--- src/rtl/mem_load_resp_pkg.sv ---
// Shared constants for the memory-stage response unit: lsu_op field layout,
// one-hot size codes, FSM states and the alignment rule.
package mem_load_resp_pkg;

  localparam int ADDR_LSB_W = 3;
  localparam int DATA_W     = 64;

  localparam int OP_EN  = 6;
  localparam int OP_WE  = 5;
  localparam int OP_SZH = 4;
  localparam int OP_SZL = 1;
  localparam int OP_UNS = 0;

  localparam logic [3:0] SZ_B = 4'b0001;
  localparam logic [3:0] SZ_H = 4'b0010;
  localparam logic [3:0] SZ_W = 4'b0100;
  localparam logic [3:0] SZ_D = 4'b1000;

  typedef enum logic [1:0] {
    ST_EMPTY = 2'd0,
    ST_WAIT  = 2'd1,
    ST_FULL  = 2'd2
  } state_e;

  // Alignment only; a non-one-hot size is not treated as misaligned here.
  function automatic logic isMisaligned(input logic [3:0] size,
                                        input logic [ADDR_LSB_W-1:0] off);
    case (size)
      SZ_H:    return off[0];
      SZ_W:    return off[1:0] != 2'b00;
      SZ_D:    return off != '0;
      default: return 1'b0;
    endcase
  endfunction

endpackage

--- src/rtl/mem_load_resp_load_extend.sv ---
// Combinational load extraction: selects the addressed bytes from the 64-bit
// read word, sign/zero-extends them and flags misaligned or malformed sizes.
module load_extend
  import mem_load_resp_pkg::*;
(
  input  logic [DATA_W-1:0]     rdata_i,
  input  logic [ADDR_LSB_W-1:0] off_i,
  input  logic [3:0]            size_i,
  input  logic                  uns_i,
  output logic [DATA_W-1:0]     data_o,
  output logic                  misalign_o
);

  logic [7:0]  byteSel;
  logic [15:0] halfSel;
  logic [31:0] wordSel;

  assign byteSel = rdata_i[{off_i, 3'b000} +: 8];
  assign halfSel = rdata_i[{off_i[2:1], 4'b0000} +: 16];
  assign wordSel = rdata_i[{off_i[2], 5'b00000} +: 32];

  always_comb begin
    data_o     = '0;
    misalign_o = isMisaligned(size_i, off_i);
    case (size_i)
      SZ_B:    data_o = {{56{~uns_i & byteSel[7]}}, byteSel};
      SZ_H:    data_o = {{48{~uns_i & halfSel[15]}}, halfSel};
      SZ_W:    data_o = {{32{~uns_i & wordSel[31]}}, wordSel};
      SZ_D:    data_o = rdata_i;
      default: misalign_o = 1'b1;
    endcase
    // A flagged access must never leak partial data into the register file.
    if (misalign_o) data_o = '0;
  end

endmodule

--- src/rtl/mem_load_resp.sv ---
// Memory-stage response unit: registers execute results, waits for the SRAM
// read on loads, and presents one write-back beat under valid/ready.
module mem_load_resp
  import mem_load_resp_pkg::*;
(
  input  logic                  clk,
  input  logic                  rst,
  input  logic                  in_valid,
  output logic                  in_ready,
  input  logic [6:0]            in_lsu_op,
  input  logic [ADDR_LSB_W-1:0] in_addr_lo,
  input  logic [4:0]            in_rd,
  input  logic                  in_rd_we,
  input  logic [DATA_W-1:0]     in_result,
  input  logic                  data_sram_rvalid,
  input  logic [DATA_W-1:0]     data_sram_rdata,
  output logic                  wb_valid,
  input  logic                  wb_ready,
  output logic [4:0]            wb_rd,
  output logic                  wb_we,
  output logic [DATA_W-1:0]     wb_data,
  output logic                  wb_misalign,
  output logic                  stray_resp
);

  state_e                state_q, state_d;
  logic [4:0]            rd_q;
  logic                  rdWe_q;
  logic [ADDR_LSB_W-1:0] addrLo_q;
  logic [3:0]            size_q;
  logic                  uns_q;

  logic [4:0]            wbRd_q, wbRd_d;
  logic                  wbWe_q, wbWe_d;
  logic [DATA_W-1:0]     wbData_q, wbData_d;
  logic                  wbMis_q, wbMis_d;
  logic                  stray_q, stray_d;

  logic                  accept;
  logic                  inIsLoad;
  logic                  inIsStore;
  logic [DATA_W-1:0]     extData;
  logic                  extMis;

  assign in_ready  = (state_q == ST_EMPTY) || ((state_q == ST_FULL) && wb_ready);
  assign accept    = in_valid && in_ready;
  assign inIsLoad  = in_lsu_op[OP_EN] && !in_lsu_op[OP_WE];
  assign inIsStore = in_lsu_op[OP_EN] && in_lsu_op[OP_WE];

  load_extend u_extend (
    .rdata_i    (data_sram_rdata),
    .off_i      (addrLo_q),
    .size_i     (size_q),
    .uns_i      (uns_q),
    .data_o     (extData),
    .misalign_o (extMis)
  );

  always_comb begin
    state_d  = state_q;
    wbRd_d   = wbRd_q;
    wbWe_d   = wbWe_q;
    wbData_d = wbData_q;
    wbMis_d  = wbMis_q;
    stray_d  = stray_q || (data_sram_rvalid && (state_q != ST_WAIT));

    case (state_q)
      ST_EMPTY: if (accept) state_d = inIsLoad ? ST_WAIT : ST_FULL;
      ST_WAIT: begin
        if (data_sram_rvalid) begin
          state_d  = ST_FULL;
          wbRd_d   = rd_q;
          wbWe_d   = rdWe_q && !extMis;
          wbData_d = extData;
          wbMis_d  = extMis;
        end
      end
      ST_FULL: begin
        if (wb_ready) state_d = accept ? (inIsLoad ? ST_WAIT : ST_FULL) : ST_EMPTY;
      end
      default: state_d = ST_EMPTY;
    endcase

    // Non-load results are known at accept, so their beat is built immediately.
    if (accept && !inIsLoad) begin
      wbRd_d   = in_rd;
      wbWe_d   = inIsStore ? 1'b0 : in_rd_we;
      wbData_d = inIsStore ? '0 : in_result;
      wbMis_d  = inIsStore ? isMisaligned(in_lsu_op[OP_SZH:OP_SZL], in_addr_lo) : 1'b0;
    end
  end

  always_ff @(posedge clk or posedge rst) begin
    if (rst) begin
      state_q  <= ST_EMPTY;
      wbRd_q   <= '0;
      wbWe_q   <= 1'b0;
      wbData_q <= '0;
      wbMis_q  <= 1'b0;
      stray_q  <= 1'b0;
    end else begin
      state_q  <= state_d;
      wbRd_q   <= wbRd_d;
      wbWe_q   <= wbWe_d;
      wbData_q <= wbData_d;
      wbMis_q  <= wbMis_d;
      stray_q  <= stray_d;
    end
  end

  always_ff @(posedge clk or posedge rst) begin
    if (rst) begin
      rd_q     <= '0;
      rdWe_q   <= 1'b0;
      addrLo_q <= '0;
      size_q   <= '0;
      uns_q    <= 1'b0;
    end else if (accept) begin
      rd_q     <= in_rd;
      rdWe_q   <= in_rd_we;
      addrLo_q <= in_addr_lo;
      size_q   <= in_lsu_op[OP_SZH:OP_SZL];
      uns_q    <= in_lsu_op[OP_UNS];
    end
  end

  assign wb_valid    = (state_q == ST_FULL);
  assign wb_rd       = wbRd_q;
  assign wb_we       = wbWe_q;
  assign wb_data     = wbData_q;
  assign wb_misalign = wbMis_q;
  assign stray_resp  = stray_q;

endmodule

--- config.mk ---
export PLATFORM = sky130hd
export DESIGN_NAME = mem_load_resp
export DESIGN_NICKNAME = d
export VERILOG_FILES = /design/src/rtl/mem_load_resp_pkg.sv /design/src/rtl/mem_load_resp_load_extend.sv /design/src/rtl/mem_load_resp.sv
export SDC_FILE = /design/constraint.sdc
export NUM_CORES = 1
export LEC_CHECK = 0
export CAP_MARGIN = 20
export CORE_MARGIN = 2
export CORE_UTILIZATION = 49
export DETAILED_ROUTE_END_ITERATION = 7
export PLACE_DENSITY_LB_ADDON = 0.08
export SKIP_LAST_GASP = 1
export SYNTH_ARGS = -nofsm -noshare
export SYNTH_HDL_FRONTEND = slang
export SYNTH_SLANG_ARGS = --single-unit
--- constraint.sdc ---
create_clock -name clk -period 5.9 [get_ports clk]
set_input_delay 1.18 -clock clk [delete_from_list [all_inputs] [get_ports clk]]
set_output_delay 1.18 -clock clk [all_outputs]
set_load 0.05 [all_outputs]
Yosys cells after proc, flatten, opt, wreduce, memory -nomap -nowiden
Cells that the tools add are included.
- $add $sub $neg: 0
- $mul: 0
- divide/modulo/power cells: 0
- $lt $le $gt $ge: 0
- equality and inequality tests: 13
- shifts and indexed selects: 3
- muxes and demuxes: 26
- bitwise operators: 4
- reductions and logical operators: 22
- operators by type and width (operator ; number):
    $mux W64 ; 5
    $pmux W64 S4 ; 1
    $shiftx A64 B7 Y16 ; 1
    $shiftx A64 B7 Y32 ; 1
    $shiftx A64 B7 Y8 ; 1
    $mux W5 ; 3
    $mux W2 ; 5
    $mux W1 ; 9
    $eq A4 B2 Y1 const B ; 2
    $eq A4 B3 Y1 const B ; 2
    $eq A4 B4 Y1 const B ; 2
    $reduce_bool A2 Y1 ; 4
    $logic_and A1 B1 Y1 ; 7
    $pmux W1 S3 ; 2
    $pmux W2 S3 ; 1
    $reduce_bool A3 Y1 ; 2
    $eq A4 B1 Y1 const B ; 1
    $ne A2 B1 Y1 const B ; 2
    $ne A2 B2 Y1 const B ; 2
    $reduce_or A4 Y1 ; 1
    $and A1 B1 Y1 ; 3
    $logic_not A1 Y1 ; 3
    $reduce_and A3 Y1 ; 1
    $eq A2 B1 Y1 const B ; 1
    5 further kinds ; 6
- flip-flop bits (word level): 88
- bits in latches: 0
- memory bits (writable): 0
- bits in read-only memories: 0
- input port bits: 149
- output and inout port bits: 74
- logic and storage cells: 79
- memories: 0

Longest topological paths before layout
Gate-level depths: netlist of the first run.
- depth after elaboration: 8
- depth in mapped cells: 8

Cells and area by module
Synthesis of the first run repeated with hierarchy kept, for this count alone.
- cell total of the unflattened synthesis: 663
- area, all modules: 6916.6 sq um
- modules (own cells, without submodules) (module ; instances ; cells an instance ; area an instance (sq um) ; sequential area each (sq um)):
    mem_load_resp ; 1 ; 403 ; 4815.9 ; 2202.1
    load_extend ; 1 ; 260 ; 2100.8 ; 0.0

Worst setup path before layout of the first run
No wires, ideal clock.
- path type: in2out
- from: in wb_ready
- to: out in_ready
- data arrival time: 1863 ps
- slack: 2857 ps
- stages on the path: 2
- path through: nor2_1 -> nor2_1
- cells in the longest elaborated chain, start to end: 2
- ends and longest elaborated chain (element ; line ; RTL):
    start: declaration ; mem_load_resp.sv:18 ; input logic wb_ready,
    $logic_and A1 B1 Y1 ; mem_load_resp.sv:45 ; assign in_ready = (state_q == ST_EMPTY) || ((state_q == ST_FULL) && wb_ready);
    $logic_or A1 B1 Y1 ; mem_load_resp.sv:45 ;
    end: declaration ; mem_load_resp.sv:9 ; output logic in_ready,
No other way between the ends.

Worst setup path in the final report of the first run
Same ends and word-level chain as after synthesis.

==> results of run 1 <==
## final timing paths
kind	slack, ns	cells past startpoint	endpoint
setup / recovery	2.08	4	in_ready
hold / removal	0.47	1	stray_resp$_DFF_PP0_
setup reg to reg	2.87	6	wb_data[52]$_DFFE_PP0P_
hold reg to reg	0.47	1	stray_resp$_DFF_PP0_
max in group asynchronous	3.57	3	size_q[1]$_DFFE_PP0N_
min in group asynchronous	1.26	2	wb_data[55]$_DFFE_PP0P_
## kinds of logic (layout without fill, tap and decap cells)
logic type	after synthesis	in the layout	share of synthesized area
buf+inv	66	257	0.0531
mux	52	52	0.125
simple gates	119	119	0.0978
compound gates	238	238	0.349
flops	88	88	0.375
## synthesized netlist by cell type, types with 2 or more instances
cell type / n / area (sq um)
mux2_2: 32 / 360
and3_1: 2 / 12.5
nand2b_1: 4 / 25.0
a21oi_1: 6 / 30.0
a221oi_1: 8 / 70.1
a31oi_1: 12 / 75.1
o311a_4: 2 / 42.5
nand3b_1: 3 / 22.5
a221o_1: 9 / 90.1
a22oi_1: 47 / 353
buf_4: 3 / 22.5
nand3_1: 14 / 70.1
a21o_1: 2 / 15.0
o21ai_0: 66 / 330
dfrtp_1: 88 / 2200
a32oi_1: 7 / 61.3
buf_1: 6 / 22.5
mux2i_1: 6 / 60.1
buf_6: 5 / 56.3
nand2_1: 62 / 233
nor3_1: 3 / 15.0
o211a_1: 8 / 80.1
nor4b_2: 2 / 30.0
a222oi_1: 24 / 240
inv_1: 4 / 15.0
clkbuf_1: 36 / 135
a221oi_2: 40 / 601
buf_2: 12 / 60.1
nor2_1: 17 / 63.8
mux4_2: 14 / 315
nor2b_1: 2 / 12.5
## metal layers
layer | part of all wire | global-route usage
met1 | 0.41 | 0.480
met2 | 0.45 | 0.515
met3 | 0.11 | 0.0712
met4 | 0.025 | 0.109
met5 | 0 | 0
## metrics by stage
stage          setup slack, ns  utilization  power [mW]  cell area [sq um]  hold WS, ns
3_3_place_gp              1.71        0.701        1.94               8100        0.444
2_1_floorplan             2.44            -        1.55               5870        0.458
6_report                  2.08        0.730        2.52               8450        0.466
5_1_grt                   2.02        0.730        2.62               8450        0.485
4_1_cts                   1.90        0.726        2.51               8390        0.475
3_5_place_dp              1.54        0.702        1.96               8110        0.459
## state kept, by name, summed over array words and instances, names as in the netlist
signal / cells
size_q: 4
uns_q: 1
wb_data: 64
addrLo_q: 3
wb_misalign: 1
rd_q: 5
rdWe_q: 1
state_q: 2
stray_resp: 1
wb_rd: 5
wb_we: 1
## power by group through the flow
stage	sequential (mW)	combinational, mW	clock [mW]
3_5_place_dp	0.814	1.15	0
5_1_grt	0.810	1.24	0.579
3_3_place_gp	0.811	1.13	0
2_1_floorplan	1.08	0.469	0
6_report	0.798	1.18	0.550
4_1_cts	0.804	1.15	0.553
## final cells by class
| type | instances | area, sq um | share of cell area |
|---|---|---|---|
| multi-input combinational | 409 | 3390 | 0.401 |
| timing repair buffer | 237 | 2380 | 0.282 |
| sequential | 88 | 2200 | 0.261 |
| clock buffer | 9 | 225 | 0.0267 |
| tap | 143 | 179 | 0.0212 |
| clock inverter | 7 | 55.1 | 0.00652 |
| inverter | 4 | 16.3 | 0.00193 |
==> out/metrics.csv, run 1 <==
stage,metric,value,unit
pwr,combinational share of power,0.466,
detailed_routing,drt pass-1 iters,7,
critical_path,CP Max Fanout,3,
global_route,first-pass GRT wire length,33.6,mm
synth,ys async rst share,1.00,
detailed_routing,Routed WL per cell,24.1,microns
pwr,total power divided by cell area,299,nW/um^2
layout,Area Overhead vs Synth,43.9,%
synth,syn nets,712,
critical_path,worst path buffer plus inverter count,2,
global_route,Overflow after GRT,0,
clocking,clock sinks,88,
global_route,vias in the first global route,5930,
global_route,GRT Total Usage,0.336,
sta,RSZ-0062 raised after global routing,no,
critical_path,worst-path cell chain,clkdlybuf4s50_1 -> nor2_1 -> nor2_1 -> clkdlybuf4s50_1,
floorplanning,Die Width,113,microns
place,dpl cells,878,
detailed_routing,DRC Markers,0,
floorplanning,IO Count,223,
synth,post-synthesis cell area,5870,sq um
global_route,initial antenna violation count,0,
layout,"commonest non-fill, non-tap cell in the layout",clkdlybuf4s50_1,
layout,"non-filler cells, final",897,
detailed_routing,1st-iter DRT viols,747,
layout,# fillers,831,
clocking,Worst-path clk slew,0.07,ns
sta,FMAX,262,MHz
detailed_routing,post-route ant nets,0,
detailed_routing,vias,6056,
clocking,Post-CTS Resized,0,
sta,Final Setup Violations,0,
clocking,root buf cell,clkbuf_16,
pwr,Peak VDD IR,0.000181,V
detailed_routing,via/cell ratio,6.75,
layout,nets@finish,898,
global_route,largest net degree at the start of global routing,65,
floorplanning,site row count,39,
sta,Final Cycle Share,0.647,
floorplanning,Initial Utilization,0.508,
synth,Seq cells post-synth,88,
synth,"Seq/Total Area, Yosys",0.375,
sta,Clock Skew,0.0101,ns
critical_path,crit path kind,in -> out,
clocking,CTS Buffer Depth,2,
sta,crit path time final,3.82,ns
place,gpl congestion,0.969,
synth,"EDFF count, synth",0,
place,number of port buffers,222,
sta,Hold Fails Final Rpt,0,
status,outcome,finished clean,
pwr,Psw,1.04,mW
synth,top_reg_cell synth,dfrtp_1,
sta,Rel. slew slack,0.387,
critical_path,CP max stage cell,clkdlybuf4s50_1,
sta,Slew @ Worst Pin,0.919,ns
sta,fin. max-slew vios,0,
floorplanning,die area,12900,sq um
clocking,latest clock arrival within the worst-skew pair,0.35,ns
worst_hold_path,Hold/Removal Path Class,reg -> reg,
floorplanning,CORE AREA,11600,sq um
floorplanning,die height,113,microns
layout,"commonest non-fill, non-tap cells in the layout","clkdlybuf4s50_1 (222), dfrtp_1 (88), o21ai_0 (66)",
critical_path,CP endpoint kind,output port,
run,max-cap check violation count,0,
pwr,sequential share of power,0.316,
worst_hold_path,min-delay src,stray_resp$_DFF_PP0_,
pwr,P_leak,3.03,nW
place,post-detail-place hpwl,15.8,mm
clocking,Num CTS Buffers,9,
critical_path,Crit path largest cell delay,0.81,ns
detailed_routing,final WL,21.6,mm
layout,share of cells above drive strength 1,0.174,
clocking,H-tree depth,3,
sta,Sum Neg Setup Slack,0,ns
critical_path,WP data required,4.72,ns
pwr,switch share,0.412,
critical_path,critical path data arrival time,2.64,ns
critical_path,crit path launch type,input pin,
pwr,clock share of power,0.218,
clocking,TritonCTS clock tree,done,
synth,Ys Warns,0,
synth,synthesized instance count,563,
pwr,internal cell power,1.48,mW
synth,Unique masters post-synth,48,
critical_path,RR Startpoint,addrLo_q[1]$_DFFE_PP0N_,
synth,syn avg cell area,10.4,sq um
clocking,hold buffer count at CTS,0,
layout,diode count,0,
critical_path,cell family with most CP delay,buffers and inverters,
clocking,# Post-CTS Setup Buffers,0,
critical_path,crit path from,wb_ready,
Power figures use the tool's default switching activity.
==> run 2, diff against run 1 <==
--- a/config.mk
+++ b/config.mk
@@ -7,7 +7,7 @@
 export LEC_CHECK = 0
 export CAP_MARGIN = 20
 export CORE_MARGIN = 2
-export CORE_UTILIZATION = 49
+export CORE_UTILIZATION = 41
 export DETAILED_ROUTE_END_ITERATION = 7
 export PLACE_DENSITY_LB_ADDON = 0.08
 export SKIP_LAST_GASP = 1
==> constraint.sdc (replaced) <==
create_clock -name clk -period 3.2 [get_ports clk]
set_input_delay 0.64 -clock clk [delete_from_list [all_inputs] [get_ports clk]]
set_output_delay 0.64 -clock clk [all_outputs]
set_load 0.05 [all_outputs]
==> run 2 against run 1 <==
  * Global-route usage down 4.5 points
  * Register-to-register slack got worse by 2.4 ns
  * Sequential power is 88% higher
  * Combinational power rose by 81%
  * Setup slack worse by 1.6 ns
  * Utilization is 12 points lower
  * Largest power group unchanged
  * Sequential share of layout area fell by 0.13 points
  * Critical path depth unchanged
  * Non-clock buffer count stayed put
  * First-iteration DRC count down 11%
  * Clock power increased by 93%
  * Final cell count increased by 4.1%
==> out/metrics.csv, run 2 (synthesis gave the netlist of run 1 again) <==
stage,metric,value,unit
floorplanning,CORE AREA,13900,sq um
critical_path,critical path data arrival time,2.08,ns
place,number of port buffers,222,
sta,Final WS setup,0.479,ns
critical_path,WP data required,2.56,ns
clocking,CTS Buffer Depth,2,
clocking,hold buffer count at CTS,0,
place,gpl congestion,0.931,
clocking,Num CTS Buffers,9,
layout,diode count,0,
detailed_routing,via/cell ratio,6.43,
layout,"commonest non-fill, non-tap cell in the layout",clkdlybuf4s50_1,
status,outcome,finished clean,
critical_path,R2R Setup Slk,0.49,ns
sta,Hold Fails Final Rpt,0,
floorplanning,die height,124,microns
sta,Clock Skew,0.00823,ns
layout,"non-filler cells, final",934,
layout,share of cells above drive strength 1,0.172,
place,setup slack after placement,0.391,ns
clocking,# Post-CTS Setup Buffers,0,
detailed_routing,vias,6009,
clocking,latest clock arrival within the worst-skew pair,0.35,ns
critical_path,CP endpoint kind,output port,
clocking,H-tree depth,3,
layout,FF/Latch Area,2200,sq um
floorplanning,Die Width,124,microns
layout,"commonest non-fill, non-tap cells in the layout","clkdlybuf4s50_1 (222), dfrtp_1 (88), o21ai_0 (66)",
critical_path,CP Max Fanout,3,
floorplanning,die area,15300,sq um
clocking,clock sinks,88,
critical_path,Reg2Reg Capture Point,wb_data[12]$_DFFE_PP0P_,
clocking,root buf cell,clkbuf_16,
clocking,Worst-path clk slew,0.06,ns
sta,fin. max-slew vios,0,
pwr,P_leak,3.03,nW
detailed_routing,Routed WL per cell,24.2,microns
place,dpl cells,918,
sta,Rel. slew slack,0.348,
global_route,vias in the first global route,5865,
worst_hold_path,min-delay src,stray_resp$_DFF_PP0_,
worst_hold_path,Hold EP,stray_resp$_DFF_PP0_,
place,post-detail-place hpwl,16.4,mm
global_route,largest net degree at the start of global routing,114,
floorplanning,IO Count,223,
global_route,GRT Total Usage,0.291,
global_route,first-pass GRT wire length,33.4,mm
critical_path,crit path launch type,input pin,
global_route,initial antenna violation count,0,
sta,Final Setup Violations,0,
layout,multi-input logic area,3390,sq um
detailed_routing,post-route ant nets,0,
detailed_routing,1st-iter DRT viols,667,
detailed_routing,final WL,22.6,mm
critical_path,crit path kind,in -> out,
detailed_routing,DRC Markers,0,
sta,crit path time final,2.72,ns
worst_hold_path,worst hold stages,1,
layout,Area Overhead vs Synth,44.7,%
layout,Largest register FFs,64,
sta,RSZ-0062 raised after global routing,no,
worst_hold_path,Hold/Removal Path Class,reg -> reg,
floorplanning,Initial Utilization,0.421,
layout,# fillers,1161,
layout,Final Util,0.609,
detailed_routing,drt pass-1 iters,7,
sta,FMAX,368,MHz
clocking,TritonCTS clock tree,done,
clocking,Post-CTS Resized,0,
sta,Final Cycle Share,0.850,
pwr,Peak VDD IR,0.000290,V
global_route,Overflow after GRT,0,
pwr,total power,4.69,mW
pwr,total power divided by cell area,552,nW/um^2
sta,Sum Neg Setup Slack,0,ns
run,max-cap check violation count,0,
layout,nets@finish,898,
sta,Slew @ Worst Pin,0.978,ns
critical_path,RR Startpoint,addrLo_q[1]$_DFFE_PP0N_,
floorplanning,site row count,43,
critical_path,Reg2Reg Depth,5,
-- run 2: report_power, final --
group          internal, mW  switching [mW]
sequential             1.31           0.193
combinational         0.885            1.24
clock                 0.601           0.459
total                  2.79            1.90
-- run 2: layout make-up --
type | instances | share of cell area
clock buffer | 10 | 0.0270
clock inverter | 6 | 0.00707
inverter | 4 | 0.00192
multi-input combinational | 409 | 0.399
sequential | 88 | 0.259
tap | 180 | 0.0265
timing repair buffer | 237 | 0.279
-- run 2: layer usage --
metal  up-vias  track usage  wire length [microns]
met3        35       0.0655                   2330
met1      2950        0.398                   9370
met4         0        0.117                    660
met5         -            0                      0
met2       367        0.448                  10200
li1       2657            -                      -
-- run 2: worst max path at each step --
stage,start,slack [ns],to,cells past startpoint
2_1_floorplan,rst,0.28,addrLo_q[0]$_DFFE_PP0N_,1
3_3_place_gp,data_sram_rdata[47],0.44,wb_data[52]$_DFFE_PP0P_,6
3_5_place_dp,data_sram_rdata[47],0.39,wb_data[53]$_DFFE_PP0P_,6
4_1_cts,wb_ready,0.47,in_ready,4
5_1_grt,addrLo_q[1]$_DFFE_PP0N_,0.36,wb_data[52]$_DFFE_PP0P_,5
6_report,wb_ready,0.48,in_ready,4
-- run 2: per-stage QoR --
step                      hold WS, ns  instance area, sq um
after global routing            0.497                  8490
final                           0.465                  8490
after detailed placement        0.447                  8200
after global placement          0.453                  8200
after floorplan                 0.458                  5870
after CTS                       0.471                  8490
-- run 2: worst max-delay path, stage by stage --
cell	delay, ns
clkdlybuf4s50_1	0.49
nor2_1	0.06
nor2_1	0.09
clkdlybuf4s50_1	0.80
==> run 3, diff against run 2 <==
--- a/config.mk
+++ b/config.mk
@@ -11,6 +11,7 @@
 export DETAILED_ROUTE_END_ITERATION = 7
 export PLACE_DENSITY_LB_ADDON = 0.08
 export SKIP_LAST_GASP = 1
+export SLEW_MARGIN = 20
 export SYNTH_ARGS = -nofsm -noshare
 export SYNTH_HDL_FRONTEND = slang
 export SYNTH_SLANG_ARGS = --single-unit
==> results of run 3 <==
No change in the layout: final DEF, timing and power equal those of run 2.
